`src/rtl/kgp_shift_pkg.sv`:
```
// rtl/kgp_shift_pkg.sv - shared op/state encodings and default sizing for the KGP-RISC shift unit
package kgp_shift_pkg;

  localparam int DEFAULT_WIDTH = 32;
  localparam int DEFAULT_STEP  = 1;

  typedef enum logic [1:0] {
    SHOP_SLL  = 2'b00,
    SHOP_SRL  = 2'b01,
    SHOP_SRA  = 2'b10,
    SHOP_PASS = 2'b11
  } shop_e;

  typedef enum logic [1:0] {
    ST_IDLE  = 2'b00,
    ST_SHIFT = 2'b01,
    ST_DONE  = 2'b10
  } state_e;

endpackage

```
`src/rtl/shift_step_slice.sv`:
```
// rtl/shift_step_slice.sv - combinational shift of one value by 0..STEP bits in the requested direction
module shift_step_slice
  import kgp_shift_pkg::*;
#(
  parameter int WIDTH = DEFAULT_WIDTH,
  parameter int STEP  = DEFAULT_STEP,
  parameter int AW    = $clog2(STEP + 1)
) (
  input  logic [WIDTH-1:0] value,
  input  shop_e            op,
  input  logic [AW-1:0]    amount,
  input  logic             fill,
  output logic [WIDTH-1:0] result
);

  logic              fill_bit;
  logic [2*WIDTH-1:0] ext;

  always_comb begin
    fill_bit = (op == SHOP_SRA) & fill;
    // Right shifts pull fill bits in from an upper half of copies.
    ext      = {{WIDTH{fill_bit}}, value} >> amount;
    result   = value;
    unique case (op)
      SHOP_SLL:          result = value << amount;
      SHOP_SRL, SHOP_SRA: result = ext[WIDTH-1:0];
      default:           result = value;
    endcase
  end

endmodule

```
`src/rtl/seq_shift_unit.sv`:
```
// rtl/seq_shift_unit.sv - iterative shll/shrl/shra unit driving a negedge destination register
// Optional SHIFT_SATURATE_FAST_EN: out-of-range shift amounts complete without iterating.
module seq_shift_unit
  import kgp_shift_pkg::*;
#(
  parameter int WIDTH = DEFAULT_WIDTH,
  parameter int STEP  = DEFAULT_STEP
) (
  input  logic             clk,
  input  logic             rst,
  input  logic             start,
  input  logic [1:0]       op,
  input  logic [WIDTH-1:0] operand,
  input  logic [WIDTH-1:0] shamt,
  output logic             busy,
  output logic             done,
  output logic             writeEnable,
  output logic [WIDTH-1:0] writeData
);

  localparam int CW = $clog2(WIDTH + 1);
  localparam int AW = $clog2(STEP + 1);
  localparam logic [WIDTH-1:0] WIDTH_V = WIDTH'(WIDTH);
  localparam logic [CW-1:0]    WIDTH_N = CW'(WIDTH);
  localparam logic [CW-1:0]    STEP_N  = CW'(STEP);

  state_e           state_q, state_d;
  shop_e            op_q, op_d;
  logic             fill_q, fill_d;
  logic [WIDTH-1:0] data_q, data_d;
  logic [CW-1:0]    rem_q, rem_d;

  logic             sat;
  logic             fast_sat;
  logic [CW-1:0]    n;
  logic [CW-1:0]    step_amt;
  logic [WIDTH-1:0] slice_out;

  shift_step_slice #(.WIDTH(WIDTH), .STEP(STEP), .AW(AW)) u_slice (
    .value  (data_q),
    .op     (op_q),
    .amount (AW'(step_amt)),
    .fill   (fill_q),
    .result (slice_out)
  );

  always_comb begin
    sat      = (shamt >= WIDTH_V);
    n        = sat ? WIDTH_N : CW'(shamt);
    step_amt = (rem_q < STEP_N) ? rem_q : STEP_N;
`ifdef SHIFT_SATURATE_FAST_EN
    fast_sat = sat && (shop_e'(op) != SHOP_PASS);
`else
    fast_sat = 1'b0;
`endif
    state_d = state_q;
    op_d    = op_q;
    fill_d  = fill_q;
    data_d  = data_q;
    rem_d   = rem_q;
    unique case (state_q)
      ST_IDLE: begin
        if (start) begin
          op_d   = shop_e'(op);
          fill_d = operand[WIDTH-1];
          data_d = operand;
          rem_d  = n;
          if (fast_sat) begin
            data_d  = (shop_e'(op) == SHOP_SRA && operand[WIDTH-1]) ? '1 : '0;
            rem_d   = '0;
            state_d = ST_DONE;
          end else if (shop_e'(op) == SHOP_PASS || n == '0) begin
            rem_d   = '0;
            state_d = ST_DONE;
          end else begin
            state_d = ST_SHIFT;
          end
        end
      end
      ST_SHIFT: begin
        data_d = slice_out;
        rem_d  = rem_q - step_amt;
        if (rem_q == step_amt) state_d = ST_DONE;
      end
      ST_DONE: state_d = ST_IDLE;
      default: state_d = ST_IDLE;
    endcase
  end

  always_ff @(posedge clk) begin
    if (rst) begin
      state_q <= ST_IDLE;
      op_q    <= SHOP_SLL;
      fill_q  <= 1'b0;
      data_q  <= '0;
      rem_q   <= '0;
    end else begin
      state_q <= state_d;
      op_q    <= op_d;
      fill_q  <= fill_d;
      data_q  <= data_d;
      rem_q   <= rem_d;
    end
  end

  assign busy        = (state_q == ST_SHIFT);
  assign done        = (state_q == ST_DONE);
  assign writeEnable = done;
  assign writeData   = data_q;

endmodule

```
`config.mk`:
```
export PLATFORM = sky130hd
export DESIGN_NAME = seq_shift_unit
export DESIGN_NICKNAME = d
export VERILOG_FILES = /design/src/rtl/kgp_shift_pkg.sv /design/src/rtl/shift_step_slice.sv /design/src/rtl/seq_shift_unit.sv
export SDC_FILE = /design/constraint.sdc
export NUM_CORES = 1
export LEC_CHECK = 0
export CORE_MARGIN = 5
export CORE_UTILIZATION = 42
export CTS_CLUSTER_DIAMETER = 60
export DETAILED_ROUTE_END_ITERATION = 8
export HOLD_SLACK_MARGIN = 0.02
export PLACE_DENSITY = 0.9
export SYNTH_ARGS = -nofsm -noshare
export SYNTH_HDL_FRONTEND = slang
export SYNTH_HIERARCHICAL = 1
export SYNTH_SLANG_ARGS = --single-unit
```
`constraint.sdc`:
```
create_clock -name clk -period 2.2 [get_ports clk]
set_input_delay 0.44 -clock clk [delete_from_list [all_inputs] [get_ports clk]]
set_output_delay 0.44 -clock clk [all_outputs]
set_load 0.02 [all_outputs]
```
==> impl_metrics.py <==
metrics = {
    "status": {
        "status": "completed",
    },
    "power": {
        "powerDensity_mw_per_mm2": 766.3,
        "p_sw_mw": 1.291,
        "pwr-share-comb_pct": 52.2,
        "power.share.switching_pct": 39.19,
        "power_frac_seq_pct": 32.7,
        "p_clk_share_pct": 15.1,
        "ir_worst_vdd_mv": 0.3469,
        "p_leak_nw": 1.699,
        "total_power_mw": 3.294,
        "intPower_mw": 2.003,
    },
    "critical_path": {
        "cp-start-kind": "flop",
        "ff2ff_setup_slack_ns": 0.12,
        "path_buf_inv": 1,
        "cp_top_family": "buffers and inverters",
        "r2r-end": "writeData[31]",
        "r2r_start": "rem_q[0]",
        "crit_arrival_ns": 1.70,
        "critPathMaxFanout": 10,
        "critical-path-slowest-cell": "clkdlybuf4s50_1",
        "critPathMaxStageDelay_ns": 0.63,
        "critical_path_depth": 2,
        "crit_type": "reg -> out",
        "crit_chain": "nor2b_4, clkdlybuf4s50_1",
        "worst_r2r_path_depth": 8,
        "required_ns": 1.76,
        "critPathCaptureType": "output pin",
    },
    "synthesis": {
        "synth-edff-count": 0,
        "synth_nets": 425,
        "avgSynthCellArea_sq_um": 8.798,
        "ys_ff_latch": 43,
        "synth_cell_type_count": 49,
        "ys_async_sr_fraction_pct": 0,
        "synth_top_area_share_pct": 27.88,
        "syn-cell-area_sq_mm": 0.003088,
        "synthTopCellsByArea": "dfxtp_1, mux2i_1, a211oi_1",
        "synthCells": 351,
        "ys_seq_area_share_pct": 27.88,
        "yosys.area.top_type": "dfxtp_1",
        "ys.warnings.count": 6,
        "synth_ff_type": "dfxtp_1",
    },
    "timing": {
        "setup_viol_count_final": 0,
        "worst_pin_slew_ns": 0.6613,
        "slew_viol_final": 0,
        "fmax_mhz": 466.5,
        "fin_crit_ns": 2.144,
        "slew_headroom_pct": 55.82,
        "setup_tns_ns": 0,
        "clock_skew_ns": 0.008709,
        "min_period_over_period_pct": 97.45,
        "rsz0062_at_grt": "false",
        "hold_violations": 0,
    },
    "global_route": {
        "grt_pass1_wl_um": 14950,
        "grt_max_degree": 40,
        "first_global_vias": 3154,
        "track_usage_pct": 20.12,
        "antenna_found_initial": 0,
        "grt_overflow": 0,
    },
    "routing": {
        "drc_errors": 0,
        "via_count": 3127,
        "vias_per_cell": 5.738,
        "first_iter_violations": 189,
        "wl_per_cell_um": 16.53,
        "wl_um": 9007,
        "ant_nets": 0,
        "first_pass_iters": 4,
    },
    "flow_run": {
        "max_cap_violations": 0,
    },
    "finish": {
        "drive_above_1_share_pct": 8.072,
        "n_antenna_cell": 0,
        "nets": 519,
        "area_growth_pct": 39.18,
    },
    "clock_network": {
        "cts_sinks": 43,
        "cts_tree": "done",
        "cts_max_level": 2,
        "clkLatencyLatePin_ns": 0.30,
        "cts_buffers": 5,
        "clk_pin_slew_worst_paths_ns": 0.09,
        "root_buffer": "clkbuf_8",
        "cts_buffer_depth": 2,
        "cts_setup_buffers": 0,
    },
    "placement": {
        "io_buffers": 103,
        "hpwl_um": 6656,
        "routabilityCongestion": 0.7966,
    },
    "die": {
        "die-area_sq_mm": 0.009167,
        "core_area_sq_mm": 0.007214,
        "fp.dieW_um": 95.75,
        "dieHeight_um": 95.75,
        "row_count": 31,
        "ios": 104,
        "initial_core_util_pct": 42.80,
    },
    "min_path": {
        "min_to": "fill_q",
        "holdCritStartpoint": "fill_q",
        "hold_depth": 2,
        "hold_path_class": "reg -> reg",
    },
}
==> placed cells by master (no fill, tap or decap), types with 6 or more instances in the layout <==
cell / count
a211oi_1: 37
a21oi_1: 6
a221o_1: 26
a22o_1: 9
and2_1: 9
buf_4: 14
clkdlybuf4s50_1: 102
dfxtp_1: 41
mux2i_1: 53
nor2_1: 63
nor4_1: 8
==> logic make-up (layout without fill, tap and decap cells) <==
logic type / count (synthesis) / count (layout) / synth area share, %
xor gates and xnor gates: 2 / 2 / 0.5674
and+or+nand+nor: 109 / 109 / 17.54
muxes: 53 / 53 / 17.18
buffers and inverters: 39 / 134 / 8.184
adders and majority gates: 5 / 5 / 2.026
DFF: 43 / 43 / 27.88
AOI/OAI and AO/OA: 100 / 100 / 26.62
==> tightest hold or removal path: cells and delay by family, from the launching register on <==
kind / cells / cell delay [ns]
muxes: 1 / 0.07
and+or+nand+nor: 1 / 0.08
DFF: 1 / 0.33
==> stage by stage <==
step                      hold WS [ns]  util (%)  cells  cell area [sq um]  setup WS [ns]
final                           0.5014     59.57    545               4298        0.05617
after detailed placement        0.4831     58.17    537               4197        0.01899
after global placement          0.4721     58.17    537               4197         0.1334
after CTS                       0.5045     59.40    545               4285        0.02344
after floorplan                 0.4521         -    351               3088        0.06897
after global routing            0.5623     59.57    545               4298       0.003234
==> per-layer routing <==
layer / vias to the layer above / share of wire, % / GRT usage (%) / wire (um)
li1: 1537 / - / - / -
met1: 1481 / 43 / 25.14 / 3867
met2: 93 / 50 / 34.92 / 4544
met3: 16 / 4.2 / 2.815 / 374
met4: 0 / 2.4 / 7.701 / 220
met5: - / 0 / 0 / 0
==> what timing repair did <==
item	in CTS	in global routing
hold buffers	0	0
endpoints found under the setup margin	1	18
cloned	0	0
hold endpoints to repair	0	0
gates resized for setup	1	4
==> worst max-delay path by stage <==
stage / from / endpoint
global route: rem_q[0] / writeData[31]
detailed placement: rem_q[0] / writeData[16]
global placement: rem_q[1] / writeData[4]
CTS: state_q[1] / done
finish: state_q[0] / busy
floorplan: rem_q[1] / writeData[26]
==> final cells by class <==
cell class	instances	area, sq um
clock buffer	7	76.32
clock inverter	1	5.005
fill	642	2917
inverter	5	21.27
multi-input combinational	269	1997
sequential	43	863.3
tap	99	123.9
timing repair buffer	121	1211
==> synthesized netlist by cell type (2+ instances only) <==
library cell	number
a211oi_1	37
a21oi_1	6
a221o_1	26
a22o_1	9
a22oi_1	4
and2_1	9
and3_1	2
buf_12	2
buf_2	9
buf_4	4
buf_6	6
clkbuf_1	12
dfxtp_1	43
ha_1	5
inv_1	4
mux2i_1	53
nand2_1	2
nand2b_1	4
nand3b_1	2
nand4_1	5
nand4b_1	2
nor2_1	63
nor2b_1	2
nor3_1	2
nor4_1	8
o21bai_1	2
o2bb2ai_1	4
or3_1	2
xor2_1	2
==> state kept, by name, summed over array words and instances, names as in the netlist <==
name       flops
writeData     32
rem_q          6
op_q           2
fill_q         1
state_q        2
==> power groups by stage <==
stage,combinational (mW),sequential (mW),clock [mW]
after floorplan,1.06,1.15,0
after global placement,1.65,1.08,0
after detailed placement,1.69,1.09,0
after CTS,1.71,1.07,0.517
after global routing,1.86,1.11,0.544
final,1.72,1.08,0.496
No activity file was read; power rests on OpenSTA's default activity.
